`src/rtl/fifo_ms_pkg.sv`:
```
// Shared helpers for the multi-stream FIFO: width helpers and the
// round-robin grant search.
package fifo_ms_pkg;

    function automatic int tag_w(input int flux);
        return (flux > 1) ? $clog2(flux) : 1;
    endfunction

    function automatic int cnt_w(input int depth);
        return $clog2(depth + 1);
    endfunction

    // First set bit after `last`, cyclically; returns `last` if none.
    function automatic int rr_next(
        input logic [31:0] elig,
        input int          last,
        input int          flux
    );
        int   g;
        logic hit;
        g   = last;
        hit = 1'b0;
        for (int k = 1; k <= 32; k++) begin
            if (!hit && k <= flux) begin
                int idx;
                idx = (last + k) % flux;
                if (elig[idx[4:0]]) begin
                    g   = idx;
                    hit = 1'b1;
                end
            end
        end
        return g;
    endfunction

endpackage

```
`src/rtl/fifo_ms_rr_if.sv`:
```
// Tagged write port, per-stream status and shared return bus of the
// multi-stream FIFO.
interface fifo_ms_rr_if
    import fifo_ms_pkg::*;
#(
    parameter int DATA_WIDTH = 8,
    parameter int DEPTH      = 4,
    parameter int FLUX       = 2
) ();
    localparam int TW = tag_w(FLUX);
    localparam int CW = cnt_w(DEPTH);

    logic [DATA_WIDTH+TW-1:0] din;
    logic                     write;
    logic [FLUX-1:0]          full;
    logic [FLUX-1:0]          almost_full;
    logic [FLUX*CW-1:0]       count;
    logic [FLUX-1:0]          read;
    logic [FLUX-1:0]          empty;
    logic [DATA_WIDTH+TW-1:0] dout;
    logic                     dout_valid;
    logic                     err_clr;
    logic [FLUX-1:0]          overflow;
    logic [FLUX-1:0]          underflow;
    logic                     bad_tag;

    modport master (
        output din, write, read, err_clr,
        input  full, almost_full, count, empty,
        input  dout, dout_valid, overflow, underflow, bad_tag
    );

    modport slave (
        input  din, write, read, err_clr,
        output full, almost_full, count, empty,
        output dout, dout_valid, overflow, underflow, bad_tag
    );
endinterface

```
`src/rtl/fifo_ms_chan.sv`:
```
// One circular buffer; the parent only pushes when not full and only
// pops when not empty.
module fifo_ms_chan
    import fifo_ms_pkg::*;
#(
    parameter int WIDTH    = 8,
    parameter int DEPTH    = 4,
    parameter int AF_LEVEL = DEPTH - 1,
    localparam int CW      = cnt_w(DEPTH)
) (
    input  logic             clk,
    input  logic             rst,
    input  logic             push,
    input  logic             pop,
    input  logic [WIDTH-1:0] wdata,
    output logic [WIDTH-1:0] rdata,
    output logic [CW-1:0]    count,
    output logic             full,
    output logic             empty,
    output logic             almost_full
);
    localparam int PW = $clog2(DEPTH);

    logic [PW-1:0]    wptr_q, wptr_d;
    logic [PW-1:0]    rptr_q, rptr_d;
    logic [CW-1:0]    cnt_q, cnt_d;
    logic [WIDTH-1:0] mem_q [DEPTH];

    always_comb begin
        wptr_d = wptr_q + PW'(push);
        rptr_d = rptr_q + PW'(pop);
        cnt_d  = cnt_q + CW'(push) - CW'(pop);
    end

    always_ff @(posedge clk or negedge rst) begin
        if (!rst) begin
            wptr_q <= '0;
            rptr_q <= '0;
            cnt_q  <= '0;
        end else begin
            wptr_q <= wptr_d;
            rptr_q <= rptr_d;
            cnt_q  <= cnt_d;
        end
    end

    // Storage needs no reset: pointers and count define what is valid.
    always_ff @(posedge clk) begin
        if (push) mem_q[wptr_q] <= wdata;
    end

    assign rdata       = mem_q[rptr_q];
    assign count       = cnt_q;
    assign full        = (cnt_q == CW'(DEPTH));
    assign empty       = (cnt_q == '0);
    assign almost_full = (cnt_q >= CW'(AF_LEVEL));
endmodule

```
`src/rtl/fifo_ms_rr.sv`:
```
// Multi-stream FIFO: tag demux into FLUX buffers, round-robin read
// arbitration onto one registered tagged bus, sticky error flags.
module fifo_ms_rr
    import fifo_ms_pkg::*;
#(
    parameter int DATA_WIDTH = 8,
    parameter int DEPTH      = 4,
    parameter int FLUX       = 2,
    parameter int AF_LEVEL   = DEPTH - 1
) (
    input logic         clk,
    input logic         rst,
    fifo_ms_rr_if.slave bus
);
    localparam int TW = tag_w(FLUX);
    localparam int CW = cnt_w(DEPTH);

    typedef struct packed {
        logic [TW-1:0]         tag;
        logic [DATA_WIDTH-1:0] payload;
    } ent_t;

    ent_t                  wr;
    ent_t                  dout_q, dout_d;
    logic                  dv_q, dv_d;
    logic [TW-1:0]         last_q, last_d;
    logic [TW-1:0]         gnt;
    logic                  any;
    logic                  tag_ok;
    logic [31:0]           elig32;
    logic [FLUX-1:0]       push, pop, elig;
    logic [FLUX-1:0]       full, empty, af;
    logic [FLUX-1:0]       ovf_new, udf_new;
    logic [FLUX-1:0]       ovf_q, ovf_d, udf_q, udf_d;
    logic                  bad_q, bad_d;
    logic [DATA_WIDTH-1:0] rdata [FLUX];
    logic [CW-1:0]         cnt [FLUX];
    logic [FLUX*CW-1:0]    cnt_flat;

    assign wr     = bus.din;
    assign tag_ok = ({1'b0, wr.tag} < (TW+1)'(FLUX));

    for (genvar i = 0; i < FLUX; i++) begin : g_chan
        fifo_ms_chan #(
            .WIDTH   (DATA_WIDTH),
            .DEPTH   (DEPTH),
            .AF_LEVEL(AF_LEVEL)
        ) u_chan (
            .clk        (clk),
            .rst        (rst),
            .push       (push[i]),
            .pop        (pop[i]),
            .wdata      (wr.payload),
            .rdata      (rdata[i]),
            .count      (cnt[i]),
            .full       (full[i]),
            .empty      (empty[i]),
            .almost_full(af[i])
        );
    end

    always_comb begin
        elig   = bus.read & ~empty;
        any    = |elig;
        elig32 = '0;
        elig32[FLUX-1:0] = elig;
        gnt    = TW'(rr_next(elig32, int'(last_q), FLUX));
        push     = '0;
        pop      = '0;
        ovf_new  = '0;
        cnt_flat = '0;
        for (int i = 0; i < FLUX; i++) begin
            if (bus.write && tag_ok && wr.tag == TW'(i)) begin
                push[i]    = !full[i];
                ovf_new[i] = full[i];
            end
            pop[i] = any && (gnt == TW'(i));
            cnt_flat[i*CW +: CW] = cnt[i];
        end
        udf_new = bus.read & empty;
        // dout keeps its last value on idle cycles.
        dout_d.tag     = any ? gnt : dout_q.tag;
        dout_d.payload = any ? rdata[gnt] : dout_q.payload;
        dv_d    = any;
        last_d  = any ? gnt : last_q;
        ovf_d   = (bus.err_clr ? '0 : ovf_q) | ovf_new;
        udf_d   = (bus.err_clr ? '0 : udf_q) | udf_new;
        bad_d   = (bus.err_clr ? 1'b0 : bad_q) | (bus.write && !tag_ok);
    end

    always_ff @(posedge clk or negedge rst) begin
        if (!rst) begin
            dout_q <= '0;
            dv_q   <= 1'b0;
            last_q <= TW'(FLUX - 1);
            ovf_q  <= '0;
            udf_q  <= '0;
            bad_q  <= 1'b0;
        end else begin
            dout_q <= dout_d;
            dv_q   <= dv_d;
            last_q <= last_d;
            ovf_q  <= ovf_d;
            udf_q  <= udf_d;
            bad_q  <= bad_d;
        end
    end

    assign bus.full        = full;
    assign bus.almost_full = af;
    assign bus.empty       = empty;
    assign bus.count       = cnt_flat;
    assign bus.dout        = dout_q;
    assign bus.dout_valid  = dv_q;
    assign bus.overflow    = ovf_q;
    assign bus.underflow   = udf_q;
    assign bus.bad_tag     = bad_q;
endmodule

```
`src/flat_wrapper.sv`:
```
// flat-port wrapper written by rule: the top's interface ports become plain ports
module fifo_ms_rr_flat import fifo_ms_pkg::*;
#(
    parameter int DATA_WIDTH = 8,
    parameter int DEPTH      = 4,
    parameter int FLUX       = 2,
    parameter int AF_LEVEL   = DEPTH - 1
)
  (clk, rst, bus_din, bus_write, bus_read, bus_err_clr, bus_full, bus_almost_full, bus_count, bus_empty, bus_dout, bus_dout_valid, bus_overflow, bus_underflow, bus_bad_tag);
  fifo_ms_rr_if #(.DATA_WIDTH(DATA_WIDTH), .DEPTH(DEPTH), .FLUX(FLUX)) bus_i ();
  input logic clk;
  input logic rst;
  input wire logic [$bits(bus_i.din)-1:0] bus_din;
  input wire logic [$bits(bus_i.write)-1:0] bus_write;
  input wire logic [$bits(bus_i.read)-1:0] bus_read;
  input wire logic [$bits(bus_i.err_clr)-1:0] bus_err_clr;
  output wire logic [$bits(bus_i.full)-1:0] bus_full;
  output wire logic [$bits(bus_i.almost_full)-1:0] bus_almost_full;
  output wire logic [$bits(bus_i.count)-1:0] bus_count;
  output wire logic [$bits(bus_i.empty)-1:0] bus_empty;
  output wire logic [$bits(bus_i.dout)-1:0] bus_dout;
  output wire logic [$bits(bus_i.dout_valid)-1:0] bus_dout_valid;
  output wire logic [$bits(bus_i.overflow)-1:0] bus_overflow;
  output wire logic [$bits(bus_i.underflow)-1:0] bus_underflow;
  output wire logic [$bits(bus_i.bad_tag)-1:0] bus_bad_tag;
  assign bus_i.din = bus_din;
  assign bus_i.write = bus_write;
  assign bus_i.read = bus_read;
  assign bus_i.err_clr = bus_err_clr;
  assign bus_full = bus_i.full;
  assign bus_almost_full = bus_i.almost_full;
  assign bus_count = bus_i.count;
  assign bus_empty = bus_i.empty;
  assign bus_dout = bus_i.dout;
  assign bus_dout_valid = bus_i.dout_valid;
  assign bus_overflow = bus_i.overflow;
  assign bus_underflow = bus_i.underflow;
  assign bus_bad_tag = bus_i.bad_tag;
  fifo_ms_rr #(.DATA_WIDTH(DATA_WIDTH), .DEPTH(DEPTH), .FLUX(FLUX), .AF_LEVEL(AF_LEVEL)) u_core (.clk(clk), .rst(rst), .bus(bus_i));
endmodule
```
`config.mk`:
```
export PLATFORM = sky130hd
export DESIGN_NAME = fifo_ms_rr_flat
export DESIGN_NICKNAME = d
export VERILOG_FILES = /design/src/rtl/fifo_ms_pkg.sv /design/src/rtl/fifo_ms_rr_if.sv /design/src/rtl/fifo_ms_chan.sv /design/src/rtl/fifo_ms_rr.sv /design/src/flat_wrapper.sv
export SDC_FILE = /design/constraint.sdc
export NUM_CORES = 1
export LEC_CHECK = 0
export ABC_AREA = 1
export CORE_MARGIN = 3
export CORE_UTILIZATION = 50
export DETAILED_ROUTE_END_ITERATION = 10
export GPL_TIMING_DRIVEN = 0
export PLACE_DENSITY = 0.72
export SLEW_MARGIN = 25
export SYNTH_ARGS = -nofsm -noshare
export SYNTH_HDL_FRONTEND = slang
export SYNTH_SLANG_ARGS = --single-unit
```
`constraint.sdc`:
```
create_clock -name clk -period 3.3 [get_ports clk]
set_input_delay 0.99 -clock clk [delete_from_list [all_inputs] [get_ports clk]]
set_output_delay 0.99 -clock clk [all_outputs]
set_load 0.01 [all_outputs]
```
Yosys cells after proc, flatten, opt, wreduce, memory -nomap -nowiden
Memory sizes are Yosys's and may differ from the RTL's.
Cells that the tools add are included.

storage, ports and cells
  register bits after elaboration = 29
  RAM bits = 64
  bits of input ports = 15
  word-level logic and storage cells = 71
  memories = 2

cells by class
  add/subtract/negate cells = 10
  $lt $le $gt $ge = 5
  equality and inequality tests = 2
  multiplexer cells = 21
  bitwise operators = 10
  reduce and logical (&&, ||, !) cells = 9

memories
  memory                         words  bits a word  read ports  clocked after Yosys merged registers in  write ports  line                text
  u_core.g_chan[0].u_chan.mem_q  4      8            1           0                                        1            fifo_ms_chan.sv:27  logic [WIDTH-1:0] mem_q [DEPTH];
  u_core.g_chan[1].u_chan.mem_q  4      8            1           0                                        1            fifo_ms_chan.sv:27

operators by type and width
  operator               count
  $mux W8                3
  $mux W1                14
  $lt A5 B6 Y1 const B   2
  $add A2 B1 Y2          4
  $add A3 B1 Y3          2
  $eq A3 B3 Y1 const B   2
  $ge A3 B2 Y1 const B   2
  $logic_not A3 Y1       2
  $sub A3 B1 Y3          2
  $and A2 B2 Y2          2
  $bmux W1 S2            2
  $logic_and A1 B1 Y1    4
  $mux W2                2
  $or A2 B2 Y2           2
  $add A1 B1 Y1 const B  2
  $and A1 B1 Y1 const A  2
  $ge A2 B2 Y1 const B   1
  $logic_not A1 Y1       2
  $not A1 Y1             2
  $not A1 Y2             1
  $not A2 Y2             1
  $reduce_or A2 Y1       1

Depth between registers and ports, before layout
Gate-level depths: netlist (run 1).

  word-level depth = 12
  depth in mapped cells = 12
  depth with buffers taken out = 12

Cells and area by module
From an unflattened synthesis (run 1), not the netlist that was laid out.

unflattened totals
  cell total of the unflattened synthesis = 414
  area, all modules = 4186.5 µm²

by module, submodules not included
  module        instances  cells each  area an instance (µm²)  seq. area each (µm²)
  fifo_ms_chan  2          158         1709.1                  1136.1
  fifo_ms_rr    1          98          768.2                   376.6

Worst setup path before layout (run 1)
No wires, ideal clock.

  kind = input-to-reg
  from = in bus_read[1]
  to = reg u_core.g_chan[1].u_chan.cnt_q[2]
  data arrival time = 2.367 ns
  slack = 0.811 ns
  stages = 10
  path buffers = 1
  path through = nand2_1 nand2_2 buf_6 nand2_1 inv_1 ha_1 inv_1 ha_1 fa_1 xor2_1

between the ends
  cells in the longest elaborated chain, start to end = 8
  elaborated cells on any way between the ends = 12

ends and longest elaborated chain
  element                               line                text
  from (decl)                           flat_wrapper.sv:15  input wire logic [$bits(bus_i.read)-1:0] bus_read;
  $and A2 B2 Y2 *                       fifo_ms_rr.sv:63    elig = bus.read & ~empty;
  $bmux W1 S2                           fifo_ms_pkg.sv:27   if (elig[idx[4:0]]) begin
  $mux W1 (implied by the code)         fifo_ms_pkg.sv:27
  $mux W1 (2 in a row)                  fifo_ms_pkg.sv:27
  $mux W1                               fifo_ms_pkg.sv:24   if (!hit && k <= flux) begin
  $logic_and A1 B1 Y1 *                 fifo_ms_rr.sv:77    pop[i] = any && (gnt == TW'(i));
  $sub A3 B1 Y3 *                       fifo_ms_chan.sv:32  cnt_d = cnt_q + CW'(push) - CW'(pop);
  net u_core.g_chan[1].u_chan.cnt_d[2]  fifo_ms_chan.sv:26  logic [CW-1:0] cnt_q, cnt_d;
  to (signal assigned)                  fifo_ms_chan.sv:43  cnt_q <= cnt_d;
  to (decl)                             fifo_ms_chan.sv:26

Mark *: on every way through the listed nets, which the timed path passes. The rest lies on a longest branch. The select of a mux whose other input is x is not followed.
A chain may end at the register's enable or synchronous reset.

Worst setup path in the final report (run 1)
  from = reg u_core.g_chan[1].u_chan.cnt_q[1]
  to = out bus_almost_full[1]

between the ends
  cells in the longest elaborated chain, start to end = 1

ends and longest elaborated chain
  element       line                text
  $ge A3 B2 Y1  fifo_ms_chan.sv:56  assign almost_full = (cnt_q >= CW'(AF_LEVEL));
  to (decl)     flat_wrapper.sv:18  output wire logic [$bits(bus_i.almost_full)-1:0] bus_almost_full;

No other way between the ends.

==> impl_metrics.toml, run 1 <==
[status]
outcome = "complete, no violations"

[worst_setup_path]
rrSetupSlack_ps = 990
path_delay_family = "buffers and inverters"
crit_path_end_kind = "primary output"
crit_chain = "ha_1 -> o21ai_0 -> nand2_1 -> buf_4 -> clkdlybuf4s50_1"
rr_endpoint = "u_core.g_chan[1].u_chan.count[2]$_DFF_PN0_"
reg2reg_depth = 12
rr_startpoint = "u_core.g_chan[1].u_chan.count[1]$_DFF_PN0_"
crit_buf_inv = 2
critPathMaxFanout = 5
max_stage_delay_ps = 460
crit_path_start_kind = "flop"
cp_data_required_time_ps = 2310
crit_slowest_cell = "clkdlybuf4s50_1"
crit_arrival_ps = 1820
setup.worst_path.class = "flop to primary output"

[clock_tree]
cts_hold_buf = 0
root_buffer = "clkbuf_8"
clk_latency_ps = 350
htreeDepth = 3
numCtsBuffers = 9
cts_tree = "built"
cts_max_path_buffers = 2
cts.sinks = 93
cts_resized = 0
postCtsSetupBuffers = 0
clkTransAtPathRegs_ps = 90

[sta]
finalClockSkew_ps = 6.230
tightest_slew_ps = 739.7
timing.final.ws_setup_ps = 493.2
setup_viol = 0
fin_crit_ps = 2807
setup_tns_ps = 0
fmax_mhz = 356.3
final_hold_viol_count = 0
finalCritPeriodShare = 0.8505
whs_ps = 528.7
maxSlewHeadroom = 0.5042
rsz0062_at_grt = "no"
maxSlewViolCount = 0

[finish]
nFillCells = 622
post-route-util = 0.6288
syn2layout_area_growth_pct = 18.67
stdcell_area_um2 = 4707
multi_input_comb_area_um2 = 1055
drive_gt1_frac = 0.1390
ff_latch_area_um2 = 2649
layout.nets = 430
antennaDiodeCount = 0

[detailed_routing]
vias_per_cell = 5.071
wl_per_cell_um = 14.56
antenna_left = 0
totalWireLength_um = 7410
vias = 2581
dr.pass1.iters = 4
drt_iter0_drc = 146
drc = 0

[power_and_ir_drop]
seqPwrFrac = 0.416
vdd_drop_max_uv = 425.6
cellPowerDensity_nw_per_um2 = 852.4
comb_power_share = 0.411
p_leak_nw = 1.976
switching_share = 0.3722
power_frac_clock = 0.173
power.switching_mw = 1.493
intPower_mw = 2.519

[global_routing]
grt_first_pass_wirelength_um = 11900
grt_max_degree = 30
grt_pass1_vias = 2600
gr-total-overflow = 0
antenna_found_initial = 0
grt_util_all_layers = 0.1789

[synth]
synthesis.nets = 379
synth_top_cell_by_area = "edfxtp_1"
synth-async-reset-ratio = 0.3118
ys_seq_elements = 93
synth_commonest_cells = "edfxtp_1, nand2_1, nor2_1, inv_1, nand3_1"
synth-main-ff-cell = "edfxtp_1"
ys_warn_count = 0
ys_types = 26
synth_edf_count = 64
ys_seq_area_frac = 0.6678
synth_top_area_share = 0.4845
netlist_area_um2 = 3966
synth.avg_cell_area_um2 = 11.20
syn_inst = 354
synthTopCellsByArea = "edfxtp_1, dfrtp_1, nand2_1"

[job]
max_cap_viol_count = 0

[floorplanning]
dieArea_um2 = 9037
die_y_um = 95.07
start_util = 0.5298
die_x_um = 95.07
core_area_um2 = 7486
num_rows = 31
io-pin-count = 42

[placed_design]
gp_congestion = 0.8174
hpwl_um = 5187
placed_area_um2 = 4526
post-place-ws_ps = 154.1
portBuffers = 40

[worst_hold_path]
hold_path_depth = 2
min_path_type = "flop to flop"
hold_path.startpoint = "u_core.bus.overflow[1]$_DFF_PN0_"
hold_end = "u_core.bus.overflow[1]$_DFF_PN0_"
## worst reg2reg max path: stages, from the launching register on
cell	delay, ps
dfrtp_1	440
nor2_2	160
nand2_2	90
nand2_1	100
nand2_2	70
buf_6	150
nand2_1	110
inv_1	60
ha_1	270
inv_1	40
ha_1	200
fa_1	380
xor2_1	150
## stage by stage
step           cells  total power, mW
6_report         509            4.012
5_1_grt          509            4.323
4_1_cts          509            4.053
3_5_place_dp     493            3.356
3_3_place_gp     493            3.266
2_1_floorplan    354            2.708
## logic make-up after synthesis
kind of cell	count (synthesis)	synth area share
compound gates	31	0.04164
xor+xnor	5	0.01104
fa+ha+maj	10	0.03533
buf+inv	60	0.07634
flops	93	0.6678
other cells	1	0.0009455
simple gates	154	0.1669
## area by class of cell
type / count / area share
sequential: 93 / 0.5627
multi-input combinational: 201 / 0.2241
timing repair buffer: 40 / 0.08400
inverter: 41 / 0.03323
buffer: 19 / 0.03110
clock buffer: 9 / 0.02632
tap: 99 / 0.02632
clock inverter: 7 / 0.01223
## sequential cells by signal, indices dropped and copies added, names as in the netlist
register,flops
u_core.g_chan.u_chan.count,6
u_core.bus.overflow,2
u_core.last_q,1
u_core.g_chan.u_chan.mem_q,64
u_core.bus.underflow,2
u_core.bus.dout,9
u_core.bus.dout_valid,1
u_core.g_chan.u_chan.wptr_q,4
u_core.g_chan.u_chan.rptr_q,4
## cell usage in the layout (no fill, tap or decap), types with 2 or more instances in the layout
master / count
nand2_1: 64
edfxtp_1: 64
nor2_1: 41
clkdlybuf4s50_1: 39
inv_1: 38
nand3_1: 30
dfrtp_1: 28
o21ai_0: 22
clkbuf_8: 9
buf_4: 8
nor3_2: 8
o22ai_1: 8
ha_1: 8
nand2_2: 6
buf_2: 6
buf_6: 5
xor2_1: 5
nor2_2: 2
inv_2: 2
fa_1: 2
clkinv_4: 2
inv_6: 2
## power groups by stage
stage / logic [mW] / registers (mW) / clock network [mW]
3_3_place_gp: 1.59 / 1.67 / 0
5_1_grt: 1.85 / 1.70 / 0.767
4_1_cts: 1.67 / 1.67 / 0.713
6_report: 1.65 / 1.67 / 0.695
2_1_floorplan: 0.997 / 1.71 / 0
3_5_place_dp: 1.66 / 1.69 / 0
## how the worst max path moves through the flow
stage          depth (start not counted)  slack, ps                                            end                                  startpoint
2_1_floorplan                         10        810     u_core.g_chan[1].u_chan.count[2]$_DFF_PN0_                                 bus_read[1]
3_3_place_gp                           5         50  u_core.g_chan[0].u_chan.mem_q[1][4]$_DFFE_PP_                                   bus_write
3_5_place_dp                          11        150     u_core.g_chan[1].u_chan.count[2]$_DFF_PN0_                                 bus_read[0]
4_1_cts                                5        460                             bus_almost_full[1]  u_core.g_chan[1].u_chan.count[1]$_DFF_PN0_
5_1_grt                                6        350                             bus_almost_full[0]  u_core.g_chan[0].u_chan.count[2]$_DFF_PN0_
6_report                               5        490                             bus_almost_full[1]  u_core.g_chan[1].u_chan.count[1]$_DFF_PN0_
## per-layer routing
metal / GRT usage / part of all wire
met1: 0.2257 / 0.43
met2: 0.2962 / 0.50
met3: 0.03867 / 0.057
met4: 0.08173 / 0.021
met5: 0 / 0
(Power assumes the default switching activity.)
==> run 2: changes to the inputs <==
--- a/config.mk
+++ b/config.mk
@@ -6,8 +6,10 @@
 export NUM_CORES = 1
 export LEC_CHECK = 0
 export ABC_AREA = 1
+export ABC_CLOCK_PERIOD_IN_PS = 3300
 export CORE_MARGIN = 3
 export CORE_UTILIZATION = 50
+export CTS_CLUSTER_SIZE = 24
 export DETAILED_ROUTE_END_ITERATION = 10
 export GPL_TIMING_DRIVEN = 0
 export PLACE_DENSITY = 0.72
==> results of run 2 <==
The final DEF is identical to that of run 1; final timing and power are the same.
